## config.mk

```make
export PLATFORM = sky130hd
export DESIGN_NAME = fifo_read_ctrl
export DESIGN_NICKNAME = d
export VERILOG_FILES = /design/src/rtl/fifo_read_ctrl.sv
export SDC_FILE = /design/constraint.sdc
export NUM_CORES = 1
export LEC_CHECK = 0
export CAP_MARGIN = 40
export CORE_ASPECT_RATIO = 0.8
export CORE_MARGIN = 2
export CORE_UTILIZATION = 40
export CTS_CLUSTER_DIAMETER = 100
export DETAILED_ROUTE_END_ITERATION = 7
export GPL_TIMING_DRIVEN = 0
export PLACE_DENSITY = 0.7
export SYNTH_ARGS = -nofsm -noshare
export SYNTH_HDL_FRONTEND = slang
export SYNTH_SLANG_ARGS = --single-unit
```

## constraint.sdc

```tcl
create_clock -name clk_rd -period 9.15 [get_ports clk_rd]
set_input_delay 2.745 -clock clk_rd [delete_from_list [all_inputs] [get_ports clk_rd]]
set_output_delay 2.745 -clock clk_rd [all_outputs]
set_load 0.03 [all_outputs]
```

## src/rtl/fifo_read_ctrl.sv

```systemverilog
// Read-side controller of the async FIFO. It owns the read pointer and the empty flag, and turns
// the 1-cycle memory read latency into a first-word-fall-through valid/ready stream.
module fifo_read_ctrl #(
  parameter int DATA_WIDTH = 8,
  parameter int ADDR_WIDTH = 6
) (
  input  logic                  clk_rd,
  input  logic                  rst_rd,
  input  logic [ADDR_WIDTH:0]   wptr_gray_sync,
  output logic                  rd_en,
  output logic [ADDR_WIDTH-1:0] raddr,
  input  logic [DATA_WIDTH-1:0] mem_data,
  output logic [ADDR_WIDTH:0]   rptr_gray,
  output logic                  empty,
  output logic [ADDR_WIDTH:0]   rd_count,
  output logic [DATA_WIDTH-1:0] dout,
  output logic                  dout_valid,
  input  logic                  dout_ready
);

  localparam int PW = ADDR_WIDTH + 1;

  function automatic logic [PW-1:0] bin2gray(input logic [PW-1:0] b);
    return b ^ (b >> 1);
  endfunction

  function automatic logic [PW-1:0] gray2bin(input logic [PW-1:0] g);
    logic [PW-1:0] b;
    b[PW-1] = g[PW-1];
    for (int i = PW - 2; i >= 0; i--) begin
      b[i] = b[i+1] ^ g[i];
    end
    return b;
  endfunction

  logic [PW-1:0]         rptr_bin_q,   rptr_bin_d;
  logic [PW-1:0]         rptr_gray_q,  rptr_gray_d;
  logic                  mem_vld_q,    mem_vld_d;
  logic [DATA_WIDTH-1:0] dout_q,       dout_d;
  logic                  dout_valid_q, dout_valid_d;

  logic [PW-1:0] wbin;
  logic          empty_c;
  logic          take;
  logic          out_free;
  logic          move;
  logic          rd_en_c;
  logic [PW-1:0] rptr_bin_inc;

  // Stage 1 is the memory output register (mem_vld_q), stage 2 is dout.
  // A new fetch starts only when stage 1 is empty or drains into stage 2 this cycle.
  // This keeps an unconsumed memory word from being overwritten.
  always_comb begin
    wbin         = gray2bin(wptr_gray_sync);
    empty_c      = (rptr_gray_q == wptr_gray_sync);
    take         = dout_valid_q & dout_ready;
    out_free     = ~dout_valid_q | take;
    move         = mem_vld_q & out_free;
    rd_en_c      = ~empty_c & (~mem_vld_q | move);
    rptr_bin_inc = rptr_bin_q + 1'b1;
  end

  always_comb begin
    rptr_bin_d   = rptr_bin_q;
    rptr_gray_d  = rptr_gray_q;
    mem_vld_d    = mem_vld_q;
    dout_d       = dout_q;
    dout_valid_d = dout_valid_q;

    if (rd_en_c) begin
      rptr_bin_d  = rptr_bin_inc;
      rptr_gray_d = bin2gray(rptr_bin_inc);
    end

    if (rd_en_c) begin
      mem_vld_d = 1'b1;
    end else if (move) begin
      mem_vld_d = 1'b0;
    end

    if (move) begin
      dout_d       = mem_data;
      dout_valid_d = 1'b1;
    end else if (take) begin
      dout_valid_d = 1'b0;
    end
  end

  always_ff @(posedge clk_rd) begin
    if (rst_rd) begin
      rptr_bin_q   <= '0;
      rptr_gray_q  <= '0;
      mem_vld_q    <= 1'b0;
      dout_q       <= '0;
      dout_valid_q <= 1'b0;
    end else begin
      rptr_bin_q   <= rptr_bin_d;
      rptr_gray_q  <= rptr_gray_d;
      mem_vld_q    <= mem_vld_d;
      dout_q       <= dout_d;
      dout_valid_q <= dout_valid_d;
    end
  end

  assign rd_en      = rd_en_c;
  assign raddr      = rptr_bin_q[ADDR_WIDTH-1:0];
  assign rptr_gray  = rptr_gray_q;
  assign empty      = empty_c;
  assign rd_count   = wbin - rptr_bin_q;
  assign dout       = dout_q;
  assign dout_valid = dout_valid_q;

endmodule

```

==> results of run 1 <==
## layout make-up
type / count / area [sq um] / area share
Multi-Input combinational cell: 124 / 920.9 / 0.4529
Timing Repair Buffer: 49 / 486.7 / 0.2394
Sequential cell: 23 / 460.4 / 0.2265
Tap cell: 42 / 52.55 / 0.02585
Inverter: 13 / 48.80 / 0.02400
Clock buffer: 4 / 45.04 / 0.02215
Buffer: 4 / 18.77 / 0.009231
## final timing paths
path / endpoint / slack, ps
max: rd_count[5] / 240
min: dout[6]$_SDFFE_PP0P_ / 500
max reg2reg: rptr_gray[1]$_SDFFE_PP0P_ / 7210
min reg2reg: dout[6]$_SDFFE_PP0P_ / 500
## per-stage QoR
step                      hold WS (ps)  instances    util
final                            498.2        259  0.5898
after global routing             533.3        259  0.5898
after CTS                        509.2        258  0.5880
after detailed placement         490.8        254  0.5750
after global placement           475.6        254  0.5750
after floorplan                  463.9        164       -
## logic make-up after synthesis
logic type               Yosys count
AO/OA/AOI/OAI                     23
XOR/XNOR                          28
adder cells (fa/ha/maj)            8
buffers and inverters             17
flip-flops                        23
multiplexers                      13
AND/OR/NAND/NOR                   52
## state kept, by name (all words and copies together) (netlist names)
signal and cells:
dout 8, rptr_bin_q 7, rptr_gray 6, dout_valid 1
mem_vld_q 1
## power groups by stage
stage,registers [mW],logic [mW],clock network [mW]
2_1_floorplan,0.130,0.0969,0
3_3_place_gp,0.117,0.170,0
3_5_place_dp,0.118,0.173,0
4_1_cts,0.115,0.173,0.0643
5_1_grt,0.116,0.188,0.0687
6_report,0.115,0.174,0.0610
## metal layers
| layer | up-vias | GRT usage | share of wire |
|---|---|---|---|
| met5 | - | 0 | 0 |
| met4 | 0 | 0.04043 | 0.0071 |
| met3 | 5 | 0.04522 | 0.048 |
| met2 | 30 | 0.2632 | 0.45 |
| met1 | 583 | 0.2278 | 0.49 |
| li1 | 655 | - | - |
## cells in the final DEF (no fill, tap or decap), types with 6 or more instances in the layout
cell             count
mux2i_1             13
nor2_1              23
ha_1                 7
xnor2_1             17
clkdlybuf4s50_1     45
dfxtp_1             23
xor2_1               7
nor2b_1              7
a21oi_1              6
inv_1               13
## worst max-delay path: stages
cell and delay (ps):
clkdlybuf4s50_1 530, xor3_2 500, xor2_2 180, xnor2_2 210
xor2_2 220, inv_1 70, ha_1 260, nor2b_1 130
o21ai_1 170, a21boi_1 140, or4b_2 620, nand3_1 100
clkdlybuf4s15_2 290
## repair_timing
item | 4_1_cts | 5_1_grt
pin swaps | 0 | 1
setup endpoints to repair | 3 | 3
resized for setup | 5 | 5
buffers inserted | 0 | 1
hold endpoints to repair | 0 | 0
==> flow_metrics.tcl, run 1 <==
set metrics [dict create \
    status "finished clean" \
    netlist_instances 164 \
    gr-usage-all-layers 0.1664 \
    finalSetupTns_ps 0 \
    synth_cell_type_count 33 \
    synth_warnings 0 \
    drc_errors 0 \
    drt_iter0_drc 40 \
    ys_seq_area_frac 0.3178 \
    dp_hpwl_microns 2580 \
    p_int_mw 0.2169 \
    clkPwrFrac 0.174 \
    worstSkewPairLatency_ps 260 \
    synth_top_family_by_area "XOR/XNOR gates" \
    place_congestion 0.7900 \
    maxCapViolCount 0 \
    finClkSkew_ps 2.757 \
    synth_edf_count 0 \
    cts_buffers 3 \
    synthTopCellsByArea "dfxtp_1 32%, xnor2_1 10%, mux2i_1 9.0%" \
    fin_crit_ps 8908 \
    io_buffers 48 \
    slew_headroom 0.6129 \
    yosysTopAreaCell "dfxtp_1" \
    die_y_microns 57.83 \
    syn_area_per_cell_sq_um 8.835 \
    drt-total-wl_microns 3225 \
    ioPinCount 49 \
    vias_per_cell 4.915 \
    n_fill_cell 306 \
    tightest_slew_ps 580.7 \
    postPlaceCellArea_sq_mm 0.001982 \
    ys_ff_latch 23 \
    synth_top_flop_cell "dfxtp_1" \
    powerDensity_mw_per_mm2 172.2 \
    synth_fa_ha_area_frac 0.07427 \
    crit_path_end_kind "output pin" \
    place_ws_ps -287.4 \
    timing.critical_path.from "wptr_gray_sync[6]" \
    peakVddDrop_uv 133.7 \
    overflow 0 \
    fp.coreArea_sq_mm 0.003447 \
    synth-xor-area-share 0.1960 \
    antenna_found_initial 0 \
    vias 1273 \
    yosysTopAreaCellShare 0.3178 \
    async_flop_share 0 \
    cts_tree "built" \
    slew_violations 0 \
    setup_viol 0 \
    synthesis.nets 190 \
    rows 19 \
    leakagePower_nw 0.8206 \
    crit_type "in -> out" \
    first_pass_iters 4 \
    grt_pass1_wl_microns 5437 \
    die_area_sq_mm 0.004123 \
    fp.dieW_microns 71.29 \
    cts.clk_slew.worst_paths_ps 70 \
    muxShareOfSynthArea 0.08981 \
    combPwrFrac 0.496 \
    grt_max_degree 13 \
    fin_area_sq_mm 0.002033 \
    cts.root.buffer_cell "clkbuf_8" \
    worstPathArrival_ps 6160 \
    swShare 0.3805 \
    synth_common_cells "23 x dfxtp_1, 23 x nor2_1, 17 x xnor2_1, 13 x inv_1, 13 x mux2i_1" \
    hold_path_depth 2 \
    syn_to_final_growth_pct 40.33 \
    rsz0062_at_grt "false" \
    synth_compound_area_frac 0.09845 \
    startpoint_type "input pin" \
    power.switching_mw 0.1332 \
    antenna_cells 0 \
    timing.rr.start "rptr_bin_q[6]$_SDFFE_PP0P_" \
    layout-drive-gt1-share 0.06452 \
    initial_core_util 0.4203 \
    clock_sinks 23 \
    min-delay-start "dout[6]$_SDFFE_PP0P_" \
    finalHoldViolCount 0 \
    fin_ws_ps 242.4 \
    p_seq_frac 0.330 \
    hp-class "reg -> reg" \
    synth_area_sq_mm 0.001449 \
    htreeDepth 1 \
    grt_pass1_vias 1221 \
    synth-simple-area-share 0.1770 \
    wire_per_inst_microns 12.45 \
    antenna_left 0 \
    max_freq_mhz 112.3 \
    crit_fanout 3 \
    holdBufCountCts 0 \
    clk_path_buf_depth 2 \
    required_ps 6410 \
    power_mw 0.3501 \
    final_nets 244 \
    period_share 0.9735 \
    r2r_cells 6 \
]
Power figures use the tool's default switching activity.
==> run 2, diff against run 1 <==
Settings changed: CORE_MARGIN 2 to 1.
==> run 2 against run 1 <==
  * Critical path type unchanged
  * Critical endpoint unchanged
  * Sequential share of layout area is 0.070 points higher
  * Register-to-register slack about the same
  * Core utilization down 0.18 points
  * Global-route usage up 1.2 points
  * Largest power group unchanged
  * Flip-flop and latch count stayed put
  * Critical path depth did not move
  * Non-clock buffer count shrank 1
  * Cell area down 0.31%
==> flow_metrics.tcl, run 2 (synthesized netlist as in run 1, its figures left out) <==
set metrics [dict create \
    fin_area_sq_mm 0.002027 \
    final_nets 243 \
    finalSetupTns_ps 0 \
    fp.coreArea_sq_mm 0.003447 \
    drt_iter0_drc 41 \
    cts_tree "built" \
    vias 1260 \
    drt-total-wl_microns 3224 \
    place_ws_ps -284.5 \
    antenna_cells 0 \
    final_common_cell "clkdlybuf4s50_1" \
    leakagePower_nw 0.8185 \
    finClkSkew_ps 7.504 \
    clock_sinks 23 \
    seq_area_sq_um 460.4 \
    maxCapViolCount 0 \
    dp.cells 254 \
    gr-usage-all-layers 0.1787 \
    grt_pass1_wl_microns 5533 \
    antenna_found_initial 0 \
    max_freq_mhz 111.7 \
    cpPeakStageDelay_ps 620 \
    crit_slowest_cell "or4b_2" \
    cts_buffers 3 \
    power_mw 0.3516 \
    grt_max_degree 14 \
    cpMostUsedCell "xor2_2" \
    n_fill_cell 306 \
    drc_errors 0 \
    rsz0062_at_grt "true" \
    startpoint_type "input pin" \
    worstPathArrival_ps 6210 \
    powerDensity_mw_per_mm2 173.4 \
    power.switching_mw 0.1367 \
    fin_ws_ps 193.7 \
    initial_core_util 0.4203 \
    multiInputGateArea_sq_um 920.9 \
    crit_path_end_kind "output pin" \
    setup_viol 0 \
    timing.hold.ws_ps 499.9 \
    die_area_sq_mm 0.003868 \
    tightest_slew_ps 541.0 \
    instances_no_fill 258 \
    ioPinCount 49 \
    fp.dieW_microns 69.29 \
    place_congestion 0.7841 \
    io_buffers 48 \
    grt_pass1_vias 1253 \
    post-cts-setup-buffers 0 \
    layout_common_cells "45 x clkdlybuf4s50_1, 23 x nor2_1, 23 x dfxtp_1" \
    antenna_left 0 \
    slew_headroom 0.6393 \
    status "finished clean" \
    postPlaceCellArea_sq_mm 0.001982 \
    cts.clk_slew.worst_paths_ps 90 \
    combPwrFrac 0.490 \
    layout-drive-gt1-share 0.06481 \
    holdBufCountCts 0 \
    utilization 0.5880 \
    cts.root.buffer_cell "clkbuf_8" \
    syn_to_final_growth_pct 39.90 \
    swShare 0.3889 \
    worstPathCellList "clkdlybuf4s50_1 > xor3_2 > xor2_2 > xnor2_2 > xor2_2 > inv_1 > ha_1 > nor2b_1 > o21ai_1 > a21boi_1 > or4b_2 > nand3_1 > clkdlybuf4s15_2" \
    worstSkewPairLatency_ps 270 \
    clk_path_buf_depth 2 \
    dp_hpwl_microns 2518 \
    hp-class "reg -> reg" \
    p_seq_frac 0.329 \
    peakVddDrop_uv 132.5 \
    crit_fanout 3 \
    crit_type "in -> out" \
    crit_buf_inv 3 \
    crit_family "XOR/XNOR gates" \
    vias_per_cell 4.884 \
    p_int_mw 0.2148 \
    fin_crit_ps 8956 \
    required_ps 6410 \
    first_pass_iters 4 \
    slew_violations 0 \
    htreeDepth 1 \
    finalHoldViolCount 0 \
    rows 19 \
    wire_per_inst_microns 12.50 \
    overflow 0 \
    clkPwrFrac 0.182 \
    largest_reg_flops 8 \
    die_y_microns 55.83 \
    period_share 0.9788 \
]
-- run 2: changes by cell type in the layout (fill, tap and decap cells not counted) --
cell	before	now
clkbuf_1	4	3
buf_4	2	1
clkinv_2	0	1
-- run 2: what timing repair did --
| action | CTS | global route |
|---|---|---|
| endpoints found under the setup margin | 3 | 3 |
| resized for setup | 5 | 5 |
| hold endpoints to repair | 0 | 0 |
-- run 2: final timing paths --
path | start | end | slack, ps | cells after the start
setup / recovery | wptr_gray_sync[6] | rd_count[5] | 190 | 13
hold / removal | mem_vld_q$_SDFFE_PP0P_ | dout_valid$_SDFFE_PP0P_ | 500 | 2
setup reg to reg | rptr_bin_q[6]$_SDFFE_PP0P_ | rptr_gray[1]$_SDFFE_PP0P_ | 7220 | 6
hold reg to reg | mem_vld_q$_SDFFE_PP0P_ | dout_valid$_SDFFE_PP0P_ | 500 | 2
-- run 2: cell type report --
cell class / count / share of cell area
Multi-Input combinational cell: 124 / 0.4543
Timing Repair Buffer: 48 / 0.2364
Sequential cell: 23 / 0.2272
Tap cell: 42 / 0.02593
Inverter: 13 / 0.02407
Clock buffer: 3 / 0.02037
Buffer: 4 / 0.009259
Clock inverter: 1 / 0.002469
-- run 2: worst min-delay path: stages, from the launching register on --
cell	delay, ps
dfxtp_1	330
nor2_1	100
nor2_1	40
-- run 2: power by group through the flow --
stage	clock (mW)	sequential, mW	combinational, mW
6_report	0.0639	0.116	0.172
5_1_grt	0.0705	0.117	0.187
4_1_cts	0.0663	0.115	0.173
3_5_place_dp	0	0.118	0.172
3_3_place_gp	0	0.117	0.170
2_1_floorplan	0	0.130	0.0969
-- run 2: metal layers --
layer,vias to the layer above,global-route usage,part of all wire,wire length (microns)
li1,651,-,-,-
met5,-,0,0,0
met3,4,0.04710,0.049,159
met1,574,0.2443,0.50,1620
met4,0,0.04373,0.0084,27
met2,31,0.2816,0.44,1416
